## config.mk

```make
export PLATFORM = sky130hd
export DESIGN_NAME = id_ex_stage_flat
export DESIGN_NICKNAME = d
export VERILOG_FILES = /design/src/rtl/id_ex_stage_pkg.sv /design/src/rtl/id_ex_stage_if.sv /design/src/rtl/id_ex_stage_hazard_detect.sv /design/src/rtl/id_ex_stage.sv /design/src/flat_wrapper.sv
export SDC_FILE = /design/constraint.sdc
export NUM_CORES = 1
export LEC_CHECK = 0
export BUFFER_PORTS_ARGS = -buffer_cell sky130_fd_sc_hd__clkbuf_2
export CELL_PAD_IN_SITES_DETAIL_PLACEMENT = 0
export CELL_PAD_IN_SITES_GLOBAL_PLACEMENT = 1
export CORE_UTILIZATION = 32
export CTS_CLUSTER_SIZE = 14
export DETAILED_ROUTE_END_ITERATION = 7
export PLACE_DENSITY = 0.88
export RECOVER_POWER = 100
export SLEW_MARGIN = 20
export SYNTH_ARGS = -nofsm -noshare
export SYNTH_HDL_FRONTEND = slang
export SYNTH_SLANG_ARGS = --single-unit
```

## constraint.sdc

```tcl
create_clock -name clk -period 2.44 [get_ports clk]
set_input_delay 0.366 -clock clk [delete_from_list [all_inputs] [get_ports clk]]
set_output_delay 0.366 -clock clk [all_outputs]
set_load 0.02 [all_outputs]
```

## src/rtl/id_ex_stage_pkg.sv

```systemverilog
// Shared constants for the ID/EX pipeline boundary: control-bundle bit map,
// register index width and the bypass selection rule.
package id_ex_stage_pkg;

    localparam int unsigned CTRL_W = 10;
    localparam int unsigned REG_W  = 5;

    // Bit positions inside the decoded control bundle
    localparam int unsigned ALU_OP_LSB = 0;
    localparam int unsigned ALU_OP_MSB = 3;
    localparam int unsigned ALU_SRC    = 4;
    localparam int unsigned MEM_READ   = 5;
    localparam int unsigned MEM_WRITE  = 6;
    localparam int unsigned REG_WRITE  = 7;
    localparam int unsigned MEM_TO_REG = 8;
    localparam int unsigned BRANCH     = 9;

    localparam logic [REG_W-1:0] X0 = 5'd0;

    // True when the writeback port targets this source register (x0 is never bypassed)
    function automatic logic bypass_hit(input logic             wb_we,
                                        input logic [REG_W-1:0] wb_rd,
                                        input logic [REG_W-1:0] rs);
        return wb_we && (wb_rd != X0) && (wb_rd == rs);
    endfunction

endpackage

```

## src/rtl/id_ex_stage_if.sv

```systemverilog
// ID-side inputs, writeback bypass port, flush and the registered EX-side
// outputs of the ID/EX boundary.
interface id_ex_stage_if #(
    parameter int unsigned XLEN   = 32,
    parameter int unsigned CTRL_W = 10
);
    logic              id_valid;
    logic [XLEN-1:0]   id_pc;
    logic [4:0]        id_rs1;
    logic [4:0]        id_rs2;
    logic [4:0]        id_rd;
    logic [XLEN-1:0]   id_data1;
    logic [XLEN-1:0]   id_data2;
    logic [XLEN-1:0]   id_imm;
    logic [CTRL_W-1:0] id_ctrl;

    logic              wb_reg_write;
    logic [4:0]        wb_rd;
    logic [XLEN-1:0]   wb_data;

    logic              flush;
    logic              stall;

    logic              ex_valid;
    logic [XLEN-1:0]   ex_pc;
    logic [XLEN-1:0]   ex_imm;
    logic [XLEN-1:0]   ex_op_a;
    logic [XLEN-1:0]   ex_op_b;
    logic [4:0]        ex_rs1;
    logic [4:0]        ex_rs2;
    logic [4:0]        ex_rd;
    logic [CTRL_W-1:0] ex_ctrl;

    // Upstream/environment side: drives ID, WB and flush, observes EX and stall
    modport master (
        output id_valid, id_pc, id_rs1, id_rs2, id_rd, id_data1, id_data2, id_imm, id_ctrl,
        output wb_reg_write, wb_rd, wb_data, flush,
        input  stall, ex_valid, ex_pc, ex_imm, ex_op_a, ex_op_b, ex_rs1, ex_rs2, ex_rd, ex_ctrl
    );

    // Pipeline-stage side
    modport slave (
        input  id_valid, id_pc, id_rs1, id_rs2, id_rd, id_data1, id_data2, id_imm, id_ctrl,
        input  wb_reg_write, wb_rd, wb_data, flush,
        output stall, ex_valid, ex_pc, ex_imm, ex_op_a, ex_op_b, ex_rs1, ex_rs2, ex_rd, ex_ctrl
    );

endinterface

```

## src/rtl/id_ex_stage_hazard_detect.sv

```systemverilog
// Load-use hazard detector: stalls when the load in EX writes a register the
// ID instruction reads. Both rs fields are always compared (conservative).
module id_ex_stage_hazard_detect
    import id_ex_stage_pkg::*;
(
    input  logic             rst,
    input  logic             id_valid,
    input  logic [REG_W-1:0] id_rs1,
    input  logic [REG_W-1:0] id_rs2,
    input  logic             ex_valid,
    input  logic             ex_mem_read,
    input  logic [REG_W-1:0] ex_rd,
    input  logic             flush,
    output logic             stall
);

    logic rd_match;

    // Hazard condition; flush and reset both suppress the stall
    always_comb begin
        stall    = 1'b0;
        rd_match = (ex_rd == id_rs1) || (ex_rd == id_rs2);
        if (!rst && !flush && id_valid && ex_valid && ex_mem_read && (ex_rd != X0) && rd_match) begin
            stall = 1'b1;
        end
    end

endmodule

```

## src/rtl/id_ex_stage.sv

```systemverilog
// ID/EX pipeline register with WB->ID write-through bypass, load-use bubble
// insertion, flush squash and a saturating bubble counter.
module id_ex_stage #(
    parameter int unsigned XLEN   = 32,
    parameter int unsigned CTRL_W = 10,
    parameter int unsigned CNT_W  = 16
) (
    input  logic             clk,
    input  logic             rst,
    id_ex_stage_if.slave     bus,
    output logic [CNT_W-1:0] bubble_cnt
);

    import id_ex_stage_pkg::*;

    localparam logic [CNT_W-1:0] CNT_MAX = '1;

    logic              stall_c;
    logic [XLEN-1:0]   op_a_c;
    logic [XLEN-1:0]   op_b_c;

    logic              ex_valid_q,   ex_valid_d;
    logic [XLEN-1:0]   ex_pc_q,      ex_pc_d;
    logic [XLEN-1:0]   ex_imm_q,     ex_imm_d;
    logic [XLEN-1:0]   ex_op_a_q,    ex_op_a_d;
    logic [XLEN-1:0]   ex_op_b_q,    ex_op_b_d;
    logic [REG_W-1:0]  ex_rs1_q,     ex_rs1_d;
    logic [REG_W-1:0]  ex_rs2_q,     ex_rs2_d;
    logic [REG_W-1:0]  ex_rd_q,      ex_rd_d;
    logic [CTRL_W-1:0] ex_ctrl_q,    ex_ctrl_d;
    logic [CNT_W-1:0]  bubble_cnt_q, bubble_cnt_d;

    id_ex_stage_hazard_detect u_hazard (
        .rst         (rst),
        .id_valid    (bus.id_valid),
        .id_rs1      (bus.id_rs1),
        .id_rs2      (bus.id_rs2),
        .ex_valid    (ex_valid_q),
        .ex_mem_read (ex_ctrl_q[MEM_READ]),
        .ex_rd       (ex_rd_q),
        .flush       (bus.flush),
        .stall       (stall_c)
    );

    // Write-through bypass: the register file writes on the same edge it is read
    always_comb begin
        op_a_c = bus.id_data1;
        op_b_c = bus.id_data2;
        if (bypass_hit(bus.wb_reg_write, bus.wb_rd, bus.id_rs1)) begin
            op_a_c = bus.wb_data;
        end
        if (bypass_hit(bus.wb_reg_write, bus.wb_rd, bus.id_rs2)) begin
            op_b_c = bus.wb_data;
        end
    end

    // Next-state selection: flush beats stall beats load
    always_comb begin
        ex_valid_d   = ex_valid_q;
        ex_pc_d      = ex_pc_q;
        ex_imm_d     = ex_imm_q;
        ex_op_a_d    = ex_op_a_q;
        ex_op_b_d    = ex_op_b_q;
        ex_rs1_d     = ex_rs1_q;
        ex_rs2_d     = ex_rs2_q;
        ex_rd_d      = ex_rd_q;
        ex_ctrl_d    = ex_ctrl_q;
        bubble_cnt_d = bubble_cnt_q;

        if (bus.flush) begin
            ex_valid_d = 1'b0;
            ex_ctrl_d  = '0;
        end else if (stall_c) begin
            ex_valid_d = 1'b0;
            ex_ctrl_d  = '0;
            if (bubble_cnt_q != CNT_MAX) begin
                bubble_cnt_d = bubble_cnt_q + CNT_W'(1);
            end
        end else begin
            ex_valid_d = bus.id_valid;
            ex_ctrl_d  = bus.id_valid ? bus.id_ctrl : '0;
            ex_pc_d    = bus.id_pc;
            ex_imm_d   = bus.id_imm;
            ex_op_a_d  = op_a_c;
            ex_op_b_d  = op_b_c;
            ex_rs1_d   = bus.id_rs1;
            ex_rs2_d   = bus.id_rs2;
            ex_rd_d    = bus.id_rd;
        end
    end

    // Pipeline register with synchronous reset
    always_ff @(posedge clk) begin
        if (rst) begin
            ex_valid_q   <= 1'b0;
            ex_pc_q      <= '0;
            ex_imm_q     <= '0;
            ex_op_a_q    <= '0;
            ex_op_b_q    <= '0;
            ex_rs1_q     <= '0;
            ex_rs2_q     <= '0;
            ex_rd_q      <= '0;
            ex_ctrl_q    <= '0;
            bubble_cnt_q <= '0;
        end else begin
            ex_valid_q   <= ex_valid_d;
            ex_pc_q      <= ex_pc_d;
            ex_imm_q     <= ex_imm_d;
            ex_op_a_q    <= ex_op_a_d;
            ex_op_b_q    <= ex_op_b_d;
            ex_rs1_q     <= ex_rs1_d;
            ex_rs2_q     <= ex_rs2_d;
            ex_rd_q      <= ex_rd_d;
            ex_ctrl_q    <= ex_ctrl_d;
            bubble_cnt_q <= bubble_cnt_d;
        end
    end

    assign bus.stall    = stall_c;
    assign bus.ex_valid = ex_valid_q;
    assign bus.ex_pc    = ex_pc_q;
    assign bus.ex_imm   = ex_imm_q;
    assign bus.ex_op_a  = ex_op_a_q;
    assign bus.ex_op_b  = ex_op_b_q;
    assign bus.ex_rs1   = ex_rs1_q;
    assign bus.ex_rs2   = ex_rs2_q;
    assign bus.ex_rd    = ex_rd_q;
    assign bus.ex_ctrl  = ex_ctrl_q;
    assign bubble_cnt   = bubble_cnt_q;

endmodule

```

## src/flat_wrapper.sv

```systemverilog
// flat-port wrapper written by rule: the top's interface ports become plain ports
module id_ex_stage_flat import id_ex_stage_pkg::*;
#(
    parameter int unsigned XLEN   = 32,
    parameter int unsigned CTRL_W = 10,
    parameter int unsigned CNT_W  = 16
)
  (clk, rst, bubble_cnt, bus_id_valid, bus_id_pc, bus_id_rs1, bus_id_rs2, bus_id_rd, bus_id_data1, bus_id_data2, bus_id_imm, bus_id_ctrl, bus_wb_reg_write, bus_wb_rd, bus_wb_data, bus_flush, bus_stall, bus_ex_valid, bus_ex_pc, bus_ex_imm, bus_ex_op_a, bus_ex_op_b, bus_ex_rs1, bus_ex_rs2, bus_ex_rd, bus_ex_ctrl);
  id_ex_stage_if #(.XLEN(XLEN), .CTRL_W(CTRL_W)) bus_i ();
  input  logic clk;
  input  logic rst;
  output logic [CNT_W-1:0] bubble_cnt;
  input wire logic [$bits(bus_i.id_valid)-1:0] bus_id_valid;
  input wire logic [$bits(bus_i.id_pc)-1:0] bus_id_pc;
  input wire logic [$bits(bus_i.id_rs1)-1:0] bus_id_rs1;
  input wire logic [$bits(bus_i.id_rs2)-1:0] bus_id_rs2;
  input wire logic [$bits(bus_i.id_rd)-1:0] bus_id_rd;
  input wire logic [$bits(bus_i.id_data1)-1:0] bus_id_data1;
  input wire logic [$bits(bus_i.id_data2)-1:0] bus_id_data2;
  input wire logic [$bits(bus_i.id_imm)-1:0] bus_id_imm;
  input wire logic [$bits(bus_i.id_ctrl)-1:0] bus_id_ctrl;
  input wire logic [$bits(bus_i.wb_reg_write)-1:0] bus_wb_reg_write;
  input wire logic [$bits(bus_i.wb_rd)-1:0] bus_wb_rd;
  input wire logic [$bits(bus_i.wb_data)-1:0] bus_wb_data;
  input wire logic [$bits(bus_i.flush)-1:0] bus_flush;
  output wire logic [$bits(bus_i.stall)-1:0] bus_stall;
  output wire logic [$bits(bus_i.ex_valid)-1:0] bus_ex_valid;
  output wire logic [$bits(bus_i.ex_pc)-1:0] bus_ex_pc;
  output wire logic [$bits(bus_i.ex_imm)-1:0] bus_ex_imm;
  output wire logic [$bits(bus_i.ex_op_a)-1:0] bus_ex_op_a;
  output wire logic [$bits(bus_i.ex_op_b)-1:0] bus_ex_op_b;
  output wire logic [$bits(bus_i.ex_rs1)-1:0] bus_ex_rs1;
  output wire logic [$bits(bus_i.ex_rs2)-1:0] bus_ex_rs2;
  output wire logic [$bits(bus_i.ex_rd)-1:0] bus_ex_rd;
  output wire logic [$bits(bus_i.ex_ctrl)-1:0] bus_ex_ctrl;
  assign bus_i.id_valid = bus_id_valid;
  assign bus_i.id_pc = bus_id_pc;
  assign bus_i.id_rs1 = bus_id_rs1;
  assign bus_i.id_rs2 = bus_id_rs2;
  assign bus_i.id_rd = bus_id_rd;
  assign bus_i.id_data1 = bus_id_data1;
  assign bus_i.id_data2 = bus_id_data2;
  assign bus_i.id_imm = bus_id_imm;
  assign bus_i.id_ctrl = bus_id_ctrl;
  assign bus_i.wb_reg_write = bus_wb_reg_write;
  assign bus_i.wb_rd = bus_wb_rd;
  assign bus_i.wb_data = bus_wb_data;
  assign bus_i.flush = bus_flush;
  assign bus_stall = bus_i.stall;
  assign bus_ex_valid = bus_i.ex_valid;
  assign bus_ex_pc = bus_i.ex_pc;
  assign bus_ex_imm = bus_i.ex_imm;
  assign bus_ex_op_a = bus_i.ex_op_a;
  assign bus_ex_op_b = bus_i.ex_op_b;
  assign bus_ex_rs1 = bus_i.ex_rs1;
  assign bus_ex_rs2 = bus_i.ex_rs2;
  assign bus_ex_rd = bus_i.ex_rd;
  assign bus_ex_ctrl = bus_i.ex_ctrl;
  id_ex_stage #(.XLEN(XLEN), .CTRL_W(CTRL_W), .CNT_W(CNT_W)) u_core (.clk(clk), .rst(rst), .bus(bus_i), .bubble_cnt(bubble_cnt));
endmodule
```

==> flow_summary.yaml <==
synth:
  netlist_instances: 781
  synth_cell_types: 33
  async_flop_share_pct: 0
  synth_warnings: 0
  yosys_most_used_dff: "dfxtp_1"
  syn_nets: 977
  synth-edff-count: 0
  yosysSeqAreaShare_pct: 49.4
  synth_top_area_share_pct: 49.4
  synth_area_leaders: "dfxtp_1, mux2i_1, nand2_1"
  synth_seq_cells: 170
  synth.cell_area_sq_um: 6890
  synth_largest_area_cell: "dfxtp_1"
  syn_avg_cell_area_sq_um: 8.83
drt:
  drc: 0
  routedWlPerCell_um: 14.8
  dr.pass1.iters: 6
  drtIter0Drc: 255
  routed-via-count: 6657
  via_per_inst: 4.70
  ant_nets: 0
  wirelength_um: 20900
global_routing:
  grt_pass1_vias: 6197
  antenna_found_initial: 0
  grt_first_pass_wirelength_um: 31800
  grt_overflow_total: 0
  grt_start_max_net_pins: 160
  grt_usage_pct: 18.4
sta:
  setup-violations-final: 0
  worst_pin_slew_ns: 0.768
  fmax_ghz: 0.444
  fin_crit_sh_pct: 92.4
  finalSetupTns_ns: 0
  max-slew-margin-rel_pct: 48.8
  fin_ws_ns: 0.185
  hold_viol_final: 0
  grt_setup_unrepaired: "false"
  finClkSkew_ns: 0.0112
  slew_violations: 0
  layout_min_cycle_time_ns: 2.25
pwr:
  vdd_ir_drop_max_v: 0.000366
  pwr_density_cell_nw_per_um2: 709
  leakage_nw: 3.71
clock_tree:
  cts_hold_buf: 0
  cts.clk_slew.worst_paths_ns: 0.07
  clockRootBuffer: "clkbuf_16"
  cts_sinks: 170
  cts_tree: "yes"
  cts_setup_buffers: 0
  clock_latency_ns: 0.42
  cts_buffer_depth: 2
  htreeDepth: 4
  cts_buffers: 17
placed_design:
  gp_congestion: 0.827
  place_hpwl_um: 15400
  dpl_cell_area_sq_um: 9040
  pre_cts_slack_ns: 0.304
  port_buffers: 365
setup_path:
  cp-end-kind: "primary output"
  worst-path-buf-inv: 3
  critPathLaunchType: "flip-flop"
  path_delay_family: "flip-flops"
  critPathMaxStageDelay_ns: 0.49
  cp.required_ns: 2.07
  critPathSlowestCell: "dfxtp_1"
  arrival_ns: 1.89
  path_class: "flip-flop to primary output"
  cp_max_fo: 5
  crit_path_frequent_cell: "nand2_1"
  path_cells: "xnor2_1 -> nand2_1 -> o22ai_2 -> buf_4 -> nand2_1 -> inv_1 -> clkbuf_2"
worst_hold_path:
  min_path_type: "input pin to flip-flop"
floorplan:
  initial_utilization_pct: 32.7
  coreArea_sq_um: 21100
  chipHeight_um: 149
  die_w_um: 149
  io_pins: 366
  rows: 53
  die-area_sq_um: 22100
layout:
  area_delta_synth_final_pct: 35.8
  stdcell_area_sq_um: 9360
  fillCellCount: 2257
  final_nets: 1323
  final_layout_size_suffix_gt1_share_pct: 22.1
  antennaDiodeCount: 0
run:
  maxCapViolations: 0
outcome:
  outcome: "finished clean"
[sequential cells by signal, indices dropped and copies added (netlist names)]
register,cells
u_core.bus.ex_rs1,5
u_core.bus.ex_imm,32
u_core.bus.ex_pc,32
u_core.bus.ex_valid,1
u_core.bus.ex_ctrl,10
u_core.bus.ex_rd,5
u_core.bus.ex_rs2,5
u_core.bus.ex_op_b,32
u_core.bus.ex_op_a,32
u_core.bubble_cnt,16
[cells by family after synthesis]
kind of cell | after synthesis | share of synthesized area [%]
adder cells (fa/ha/maj) | 1 | 0.181
AO/OA/AOI/OAI | 173 | 15.6
AND/OR/NAND/NOR | 287 | 18.1
multiplexers | 65 | 9.44
buffers and inverters | 62 | 4.41
XOR/XNOR | 23 | 2.92
flip-flops | 170 | 49.4
[where the power goes]
group	switching (mW)	internal, mW	leakage, nW
sequential	0.0819	2.93	1.40
clock	1.27	1.46	0.277
combinational	0.572	0.339	2.03
total	1.92	4.72	3.71
[through the flow]
stage | utilization [%] | std cells | hold slack, ns | total power [mW]
floorplan | - | 781 | 0.502 | 3.60
global placement | 42.9 | 1383 | 0.441 | 4.03
detailed placement | 42.9 | 1383 | 0.446 | 4.04
CTS | 45.6 | 1415 | 0.133 | 6.79
global route | 44.4 | 1415 | 0.142 | 6.95
finish | 44.4 | 1415 | 0.157 | 6.64
[worst min-delay path, cell delays in order]
cell	delay, ns
clkbuf_2	0.08
nand2_1	0.04
a21oi_1	0.05
[placed cells by master, fill, tap and decap left out, drive strengths merged, types with 11 or more instances in the layout]
cell type	instances
a211oi	64
a21oi	93
and3	11
buf	14
clkbuf	391
dfxtp	170
mux2i	65
nand2	164
nand3	14
nor2	72
o21ai	11
or3	11
xnor2	16
[Yosys cell counts (all sizes together) (7+ instances only)]
master and n:
nor2 72, a211oi 64, clkbuf 26, nand3 14, or3 11, xor2 7
a21oi 93, buf 34, xnor2 16, o21ai 11, nand2 164, dfxtp 170
mux2i 65, and3 11
[path summary, 6_finish.rpt]
check | endpoint | start | cells past startpoint | slack [ns]
max reg2reg | u_core.bus.ex_op_b[31] | u_core.bus.ex_rd[4] | 8 | 0.19
min reg2reg | u_core.bus.ex_imm[25] | u_core.bus.ex_imm[25] | 2 | 0.45
max | bus_stall | u_core.bus.ex_rd[2] | 7 | 0.19
min | u_core.bus.ex_pc[5] | bus_id_pc[5] | 3 | 0.16
[per-layer routing]
layer / GRT usage, % / wire length (um)
met1: 21.5 / 8730
met2: 30.7 / 9900
met3: 5.69 / 1660
met4: 8.67 / 627
met5: 0 / 0
[layout make-up]
class	count	area [sq um]	share of cell area, %
Clock buffer	18	429	4.59
Clock inverter	14	155	1.66
Inverter	2	7.51	0.0802
Multi-Input combinational cell	549	3180	33.9
Sequential cell	170	3410	36.4
Tap cell	275	344	3.68
Timing Repair Buffer	387	1840	19.7
[repair_timing]
| action | in CTS | in global routing |
|---|---|---|
| setup endpoints to repair | 0 | 1 |
| gates resized for setup | 0 | 2 |
| endpoints found under the hold margin | 0 | 0 |
(Power assumes the default switching activity.)
